## config.mk

```make
export PLATFORM = sky130hd
export DESIGN_NAME = ssp_rx_port
export DESIGN_NICKNAME = d
export VERILOG_FILES = /design/src/rtl/ssp_rx_port.sv
export SDC_FILE = /design/constraint.sdc
export NUM_CORES = 1
export LEC_CHECK = 0
export CAP_MARGIN = 5
export CORE_MARGIN = 2
export CORE_UTILIZATION = 55
export CTS_CLUSTER_DIAMETER = 80
export CTS_CLUSTER_SIZE = 24
export DETAILED_ROUTE_END_ITERATION = 6
export DONT_BUFFER_PORTS = 1
export GPL_ROUTABILITY_DRIVEN = 0
export PLACE_DENSITY_LB_ADDON = 0.12
export SYNTH_ARGS = -nofsm -noshare
export SYNTH_HDL_FRONTEND = slang
export SYNTH_SLANG_ARGS = --single-unit
```

## constraint.sdc

```tcl
create_clock -name PCLK -period 2.5 [get_ports PCLK]
set_input_delay 0.375 -clock PCLK [delete_from_list [all_inputs] [get_ports PCLK]]
set_output_delay 0.375 -clock PCLK [all_outputs]
set_load 0.05 [all_outputs]
```

## src/rtl/ssp_rx_port.sv

```systemverilog
// SSP receive engine: synchronizes SSPCLKIN/SSPFSSIN/SSPRXD onto PCLK, deserializes frames MSB first
// into a small FIFO popped over PSEL/PWRITE. Optional sticky overrun flag SSPRXOR under SSP_RX_OVERRUN_EN.
module ssp_rx_port #(
  parameter int DATA_WIDTH  = 8,
  parameter int FIFO_DEPTH  = 4,
  parameter int SYNC_STAGES = 2
) (
  input  logic                  PCLK,
  input  logic                  CLEAR,
  input  logic                  PSEL,
  input  logic                  PWRITE,
  input  logic                  SSPCLKIN,
  input  logic                  SSPFSSIN,
  input  logic                  SSPRXD,
  output logic [DATA_WIDTH-1:0] PRDATA,
  output logic                  SSPRXINTR,
  output logic                  SSPRXEMPTY
`ifdef SSP_RX_OVERRUN_EN
  ,
  output logic                  SSPRXOR
`endif
);

  localparam int PTR_W = $clog2(FIFO_DEPTH);
  localparam int CNT_W = PTR_W + 1;
  localparam int BIT_W = (DATA_WIDTH > 1) ? $clog2(DATA_WIDTH) : 1;
  localparam logic [BIT_W-1:0] LAST_BIT = BIT_W'(DATA_WIDTH - 1);
  localparam logic [CNT_W-1:0] FULL_CNT = CNT_W'(FIFO_DEPTH);

  typedef enum logic {IDLE, SHIFT} state_t;

  logic [SYNC_STAGES-1:0] clk_sync, fss_sync, rxd_sync;
  logic                   clk_prev_p1, fe_p1, fss_p1, rxd_p1;
  state_t                 state, state_n;
  logic [BIT_W-1:0]       bitcnt, bitcnt_n;
  logic [DATA_WIDTH-1:0]  shreg, shreg_n;
  logic                   push_n, push_p2;

  logic [DATA_WIDTH-1:0]  mem [FIFO_DEPTH];
  logic [PTR_W-1:0]       wptr, rptr, wptr_n, rptr_n;
  logic [CNT_W-1:0]       count, count_n;
  logic [DATA_WIDTH-1:0]  head_n;
  logic                   full, pop, do_push, drop;

  // Stage p0: synchronizer chains
  always_ff @(posedge PCLK) begin
    if (CLEAR) begin
      clk_sync <= '0;
      fss_sync <= '0;
      rxd_sync <= '0;
    end else begin
      clk_sync <= {clk_sync[SYNC_STAGES-2:0], SSPCLKIN};
      fss_sync <= {fss_sync[SYNC_STAGES-2:0], SSPFSSIN};
      rxd_sync <= {rxd_sync[SYNC_STAGES-2:0], SSPRXD};
    end
  end

  // Stage p1: falling-edge strobe with frame sync and data aligned to it
  always_ff @(posedge PCLK) begin
    if (CLEAR) begin
      clk_prev_p1 <= 1'b0;
      fe_p1       <= 1'b0;
      fss_p1      <= 1'b0;
      rxd_p1      <= 1'b0;
    end else begin
      clk_prev_p1 <= clk_sync[SYNC_STAGES-1];
      fe_p1       <= clk_prev_p1 & ~clk_sync[SYNC_STAGES-1];
      fss_p1      <= fss_sync[SYNC_STAGES-1];
      rxd_p1      <= rxd_sync[SYNC_STAGES-1];
    end
  end

  // Stage p2: frame FSM and shift register; push request is registered
  always_ff @(posedge PCLK) begin
    if (CLEAR) begin
      state   <= IDLE;
      bitcnt  <= '0;
      shreg   <= '0;
      push_p2 <= 1'b0;
    end else begin
      state   <= state_n;
      bitcnt  <= bitcnt_n;
      shreg   <= shreg_n;
      push_p2 <= push_n;
    end
  end

  always_comb begin
    state_n  = state;
    bitcnt_n = bitcnt;
    shreg_n  = shreg;
    push_n   = 1'b0;
    case (state)
      IDLE: begin
        if (fe_p1 && fss_p1) begin
          state_n  = SHIFT;
          bitcnt_n = '0;
        end
      end
      SHIFT: begin
        if (fe_p1) begin
          if (bitcnt == LAST_BIT) begin
            // FSS on the LSB edge starts the next frame immediately
            shreg_n  = {shreg[DATA_WIDTH-2:0], rxd_p1};
            push_n   = 1'b1;
            bitcnt_n = '0;
            state_n  = fss_p1 ? SHIFT : IDLE;
          end else if (fss_p1) begin
            shreg_n  = '0;
            bitcnt_n = '0;
          end else begin
            shreg_n  = {shreg[DATA_WIDTH-2:0], rxd_p1};
            bitcnt_n = bitcnt + 1'b1;
          end
        end
      end
      default: state_n = IDLE;
    endcase
  end

  assign full       = (count == FULL_CNT);
  assign pop        = PSEL & ~PWRITE & (count != '0);
  assign do_push    = push_p2 & (~full | pop);
  assign drop       = push_p2 & full & ~pop;
  assign SSPRXEMPTY = (count == '0);
  assign SSPRXINTR  = full;

  always_comb begin
    wptr_n  = do_push ? wptr + 1'b1 : wptr;
    rptr_n  = pop ? rptr + 1'b1 : rptr;
    count_n = count;
    if (do_push && !pop)
      count_n = count + 1'b1;
    else if (!do_push && pop)
      count_n = count - 1'b1;
    // The slot being written is the new head only when it is the sole occupant after this cycle
    if (count_n == '0)
      head_n = '0;
    else if (do_push && (wptr == rptr_n))
      head_n = shreg;
    else
      head_n = mem[rptr_n];
  end

  // Stage p3: FIFO storage and registered head word
  always_ff @(posedge PCLK) begin
    if (do_push)
      mem[wptr] <= shreg;
  end

  always_ff @(posedge PCLK) begin
    if (CLEAR) begin
      wptr   <= '0;
      rptr   <= '0;
      count  <= '0;
      PRDATA <= '0;
    end else begin
      wptr   <= wptr_n;
      rptr   <= rptr_n;
      count  <= count_n;
      PRDATA <= head_n;
    end
  end

`ifdef SSP_RX_OVERRUN_EN
  always_ff @(posedge PCLK) begin
    if (CLEAR)
      SSPRXOR <= 1'b0;
    else if (drop)
      SSPRXOR <= 1'b1;
    else if (pop)
      SSPRXOR <= 1'b0;
  end
`else
  logic unused_drop;
  assign unused_drop = drop;
`endif

endmodule
```

==> results.txt, run 1 <==
status: complete, no violations
Setup Total Neg Slack: 0 ns
chip width: 80.7 um
Slew Viols, Final: 0
# rows: 27
ranking of synthesized cells by area: edfxtp_1 30%, dfxtp_1 23%, mux2i_1 11%
compound-cell area share of the yosys netlist: 13.4%
initial antenna violation count: 0
crit path DAT: 2.48 ns
CTS max path bufs: 2
Clock Skews: 0.00859 ns
critical-path maximum fanout: 10
most frequent cells in the layout: 37 x dfxtp_1, 34 x mux2i_1, 32 x edfxtp_1, 22 x nor2_1, 12 x clkbuf_8
Starting Density: 57.8%
critical path class: flop to flop
Mapped Avg Cell Area: 13.1 sq um
XOR/XNOR share of the synthesized area: 1.31%
# diodes: 0
Crit path required time: 2.76 ns
Worst Max-Slew Pin Slew: 0.565 ns
TritonCTS clock tree: yes
fmax: 452 MHz
H-tree depth: 3
Netlist cell types: 47
Finished Layout Cells: 334
P&R area growth vs syn: 8.85%
Buffers on Ports: 0
Worst setup EP type: flop
Post-DP HPWL: 3.78 mm
synthesized area: 3240 sq um
core area: 5610 sq um
YS warnings: 0
Slew headroom: 62.3%
sequential area share after synthesis: 53.1%
mux cell area share after synthesis: 16.1%
Vias per Instance: 5.81
Die H: 80.7 um
clk root buf: clkbuf_8
Final Hold Viols: 0
Adder-Cell Fraction of Synth Area: 3.48%
total of max-cap violations: 0
clk_lat worst skew: 0.34 ns
PwrDens: 585 nW/um^2
Reg clk slew, reported paths: 0.07 ns
most common cell after layout, fill and taps aside: dfxtp_1
register bit total from synthesis: 70
Leak: 1.16 nW
HP Class: primary input to flop
drt first pass iters: 5
Max IR drop VDD: 0.486 mV
Post-Synth Simple-Gate Area: 9.00%
leading area contributor after synthesis: edfxtp_1
Final ANT Viol Nets: 0
Routed WL: 5.56 mm
hold buffer count at CTS: 0
CTS Sinks: 70
largest net degree at the start of global routing: 33
CP Launch Type: flop
post-CTS sizing: 0
# setup viols final: 0
vias: 1939
die area: 6520 sq um
layout cell share with drive strength beyond 1: 21.8%
Post-CTS Setup Repair Bufs: 0
violation count after the first detailed-route iteration: 96
vias in the first global route: 1877
post-synth top area share: 29.7%
Total GRT Usage: 19.3%
period utilization: 88.6%
fin crit period: 2.21 ns
number of CTS-inserted buffers: 9
RSZ-0062 raised after global routing: no
first-pass GRT wire length: 9.18 mm
Congestion Overflow GR: 0
Residual DRC: 0
Final #Nets: 273
Post-Place Cells: 318
Mapped Nets: 264
routed len/inst: 16.6 um
main combinational cell family by area after synthesis: multiplexers
Ports: 17
Cells after Synth: 248
==> worst paths after layout <==
path                            slack, ns   endpoint   startpoint  cells past startpoint
worst max-delay path                 0.29  PRDATA[3]     count[0]                      8
worst min-delay path                 0.09    wptr[0]        CLEAR                      1
worst max register to register       0.29  PRDATA[3]     count[0]                      8
worst min register to register       0.43      fe_p1  clk_sync[1]                      1
==> sequential cells by signal, summed over array words and instances, names as in the netlist <==
name         flops
mem             32
PRDATA           8
shreg            8
bitcnt           3
count            3
clk_sync         2
fss_sync         2
rptr             2
rxd_sync         2
wptr             2
clk_prev_p1      1
fe_p1            1
fss_p1           1
push_p2          1
rxd_p1           1
state            1
==> critical path, cell delays in order, from the launching register on <==
cell and delay, ns:
dfxtp_1 0.38, inv_1 0.10, ha_1 0.31, nand2b_4 0.16, inv_6 0.09, nor2_4 0.10
buf_4 0.23, mux4_2 0.53, a211oi_2 0.22
==> synth_stat cells, drive strengths merged <==
| library cell | count |
|---|---|
| clkbuf | 6 |
| a32oi | 1 |
| o211a | 1 |
| nand2b | 3 |
| a41o | 1 |
| ha | 9 |
| inv | 12 |
| nor2 | 23 |
| a22oi | 11 |
| buf | 5 |
| nand4bb | 1 |
| a211oi | 16 |
| dfxtp | 38 |
| nor2b | 9 |
| a21boi | 1 |
| a21o | 2 |
| nand3 | 3 |
| nand2 | 4 |
| nor3 | 5 |
| o22ai | 1 |
| a21oi | 4 |
| or3b | 1 |
| xnor2 | 4 |
| and2b | 1 |
| a31oi | 2 |
| o21ai | 3 |
| o21ba | 1 |
| o2111ai | 2 |
| edfxtp | 32 |
| o211ai | 2 |
| mux4 | 8 |
| nor3b | 2 |
| mux2i | 34 |
==> stage by stage <==
step           worst slack [ns]  area, sq um  hold slack (ns)  total power (W)  util (%)
2_1_floorplan             0.433         3240            0.390          0.00124         -
3_3_place_gp              0.371         3330            0.421          0.00123      59.4
3_5_place_dp              0.297         3330            0.413          0.00123      59.4
4_1_cts                   0.280         3530           0.0803          0.00209      62.9
5_1_grt                   0.153         3530           0.0704          0.00214      62.9
6_report                  0.285         3530           0.0934          0.00206      62.9
==> report_power, final <==
part           total (W)  switching [W]  internal (W)
clock           0.000856       0.000413      0.000444
sequential       0.00119     0.00000185       0.00119
combinational  0.0000129     0.00000546    0.00000740
total            0.00206       0.000420       0.00164
==> metal layers <==
layer  vias up  routed length, um  GRT usage (%)  share of wire [%]
met1       952               2590           24.9                 47
met3         5                247           6.78                4.4
met5         -                  0              0                  0
met2        36               2690           31.9                 48
li1        946                  -              -                  -
met4         0                 36           4.07               0.65
==> layout make-up <==
cell class / instances / area (sq um)
Timing Repair Buffer: 9 / 67.6
Clock inverter: 4 / 28.8
Tap cell: 72 / 90.1
Multi-Input combinational cell: 155 / 1400
Sequential cell: 70 / 1720
Fill cell: 462 / 2080
Inverter: 12 / 50.0
Clock buffer: 12 / 165
==> cells by family after synthesis <==
| family | count (synthesis) |
|---|---|
| compound gates | 48 |
| xor+xnor | 4 |
| fa+ha+maj | 9 |
| buf+inv | 23 |
| flops | 70 |
| mux | 42 |
| simple gates | 52 |
(Power assumes the default switching activity.)
==> run 2, diff against run 1 <==
- CORE_UTILIZATION: 55 -> 60
==> results.txt, run 2 (same netlist as run 1, synthesis figures left out) <==
layout cell share with drive strength beyond 1: 21.5% (-0.30 points)
Slew headroom: 60.5% (-1.8 points)
Fillers: 367 (-21%)
Worst setup EP type: flop
post-CTS sizing: 0 (unchanged)
chip width: 77.5 um (-4.0%)
# setup viols final: 0 (unchanged)
Max IR drop VDD: 0.486 mV (+0.13%)
critical-path maximum fanout: 9 (-1)
Post-DP HPWL: 3.84 mm (+1.5%)
fmax: 436 MHz (-3.5%)
HP Class: primary input to flop
Clock Skews: 0.0102 ns (+0.00165 ns)
Slew Viols, Final: 0 (unchanged)
Setup Total Neg Slack: 0 ns (unchanged)
Crit path required time: 2.75 ns (about the same)
Vias per Instance: 5.75 (-0.92%)
most frequent cells in the layout: 37 x dfxtp_1, 34 x mux2i_1, 32 x edfxtp_1, 22 x nor2_1
number of CTS-inserted buffers: 9 (unchanged)
vias in the first global route: 1881 (+0.21%)
status: complete, no violations
violation count after the first detailed-route iteration: 159 (+66%)
hold buffer count at CTS: 0 (unchanged)
Congestion Overflow GR: 0 (unchanged)
largest registers: mem (32), PRDATA (8), shreg (8)
H-tree depth: 3 (unchanged)
Ports: 17 (unchanged)
number of flip-flops in the largest register: 32 (unchanged)
total power: 0.00228 W (+11%)
TritonCTS clock tree: yes
Buffers on Ports: 0 (unchanged)
Most flops, register: mem
routed len/inst: 17.1 um (+2.6%)
vias: 1904 (-1.8%)
Post-Place Cells: 315 (-0.94%)
Starting Density: 62.6% (+4.9 points)
CP Launch Type: flop
first-pass GRT wire length: 9.07 mm (-1.2%)
# diodes: 0 (unchanged)
Final ANT Viol Nets: 0 (unchanged)
Total GRT Usage: 20.1% (+0.72 points)
Residual DRC: 0 (unchanged)
period utilization: 91.8% (+3.2 points)
RSZ-0062 raised after global routing: no
Finished Layout Cells: 331 (-0.90%)
core area: 5170 sq um (-7.8%)
Leak: 1.19 nW (+2.2%)
P&R area growth vs syn: 10.6%
drt first pass iters: 6 (+1)
clk_lat worst skew: 0.34 ns (about the same)
Post-CTS Setup Repair Bufs: 0 (unchanged)
Final #Nets: 272 (-0.37%)
PwrDens: 637 nW/um^2 (+8.9%)
CTS max path bufs: 2 (unchanged)
most common cell after layout, fill and taps aside: dfxtp_1
initial antenna violation count: 0 (unchanged)
Die H: 77.5 um (-4.0%)
total of max-cap violations: 0 (unchanged)
Worst Max-Slew Pin Slew: 0.593 ns (+0.0270 ns)
clk root buf: clkbuf_8
crit path DAT: 2.55 ns (+0.07 ns)
Routed WL: 5.65 mm (+1.7%)
die area: 6000 sq um (-7.9%)
# rows: 26 (-3.7%)
CTS Sinks: 70 (unchanged)
Reg clk slew, reported paths: 0.07 ns (about the same)
fin crit period: 2.29 ns (+0.0792 ns)
critical path class: flop to flop
largest net degree at the start of global routing: 33 (unchanged)
Final Hold Viols: 0 (unchanged)
run 2: path summary, 6_finish.rpt:
| check | start | slack (ns) | endpoint | cells after the start |
|---|---|---|---|---|
| min reg2reg | clk_sync[1] | 0.41 | fe_p1 | 1 |
| min | CLEAR | 0.10 | clk_sync[1] | 1 |
| max | count[0] | 0.21 | PRDATA[6] | 7 |
| max reg2reg | count[0] | 0.21 | PRDATA[6] | 7 |
run 2: final cells by class:
class                           instances  area (sq um)  area share, %
Clock buffer                           15           251           7.02
Clock inverter                          1          8.76          0.244
Inverter                               12          50.0           1.40
Multi-Input combinational cell        155          1400           39.1
Sequential cell                        70          1720           48.1
Tap cell                               70          87.6           2.44
Timing Repair Buffer                    8          60.1           1.68
run 2: worst max-delay path, cell delays in order, from the launching register on:
cell	delay (ns)
dfxtp_1	0.37
inv_1	0.10
ha_1	0.31
nand2b_4	0.16
inv_6	0.09
nor2_4	0.36
mux4_2	0.57
a211oi_2	0.24
run 2: through the flow:
step	util, %	worst slack, ns	cell area (sq um)	hold WS, ns
final	69.3	0.206	3580	0.103
after CTS	69.3	0.191	3580	0.0869
after global placement	64.2	0.299	3320	0.403
after global routing	69.3	0.0461	3580	0.0858
after floorplan	-	0.433	3240	0.390
after detailed placement	64.2	0.204	3320	0.401
run 2: where the power goes:
group	switching [W]	total, W	internal (W)
Combinational	0.00000558	0.0000130	0.00000741
Clock	0.000416	0.00107	0.000659
Sequential	0.00000204	0.00119	0.00119
Total	0.000423	0.00228	0.00186
run 2: per-layer routing:
| metal | wire length, um | part of all wire, % | track usage, % | vias up |
|---|---|---|---|---|
| li1 | - | - | - | 946 |
| met1 | 2750 | 49 | 26.5 | 927 |
| met2 | 2690 | 48 | 31.7 | 26 |
| met3 | 170 | 3.0 | 5.47 | 5 |
| met4 | 47 | 0.83 | 7.68 | 0 |
| met5 | 0 | 0 | 0 | - |
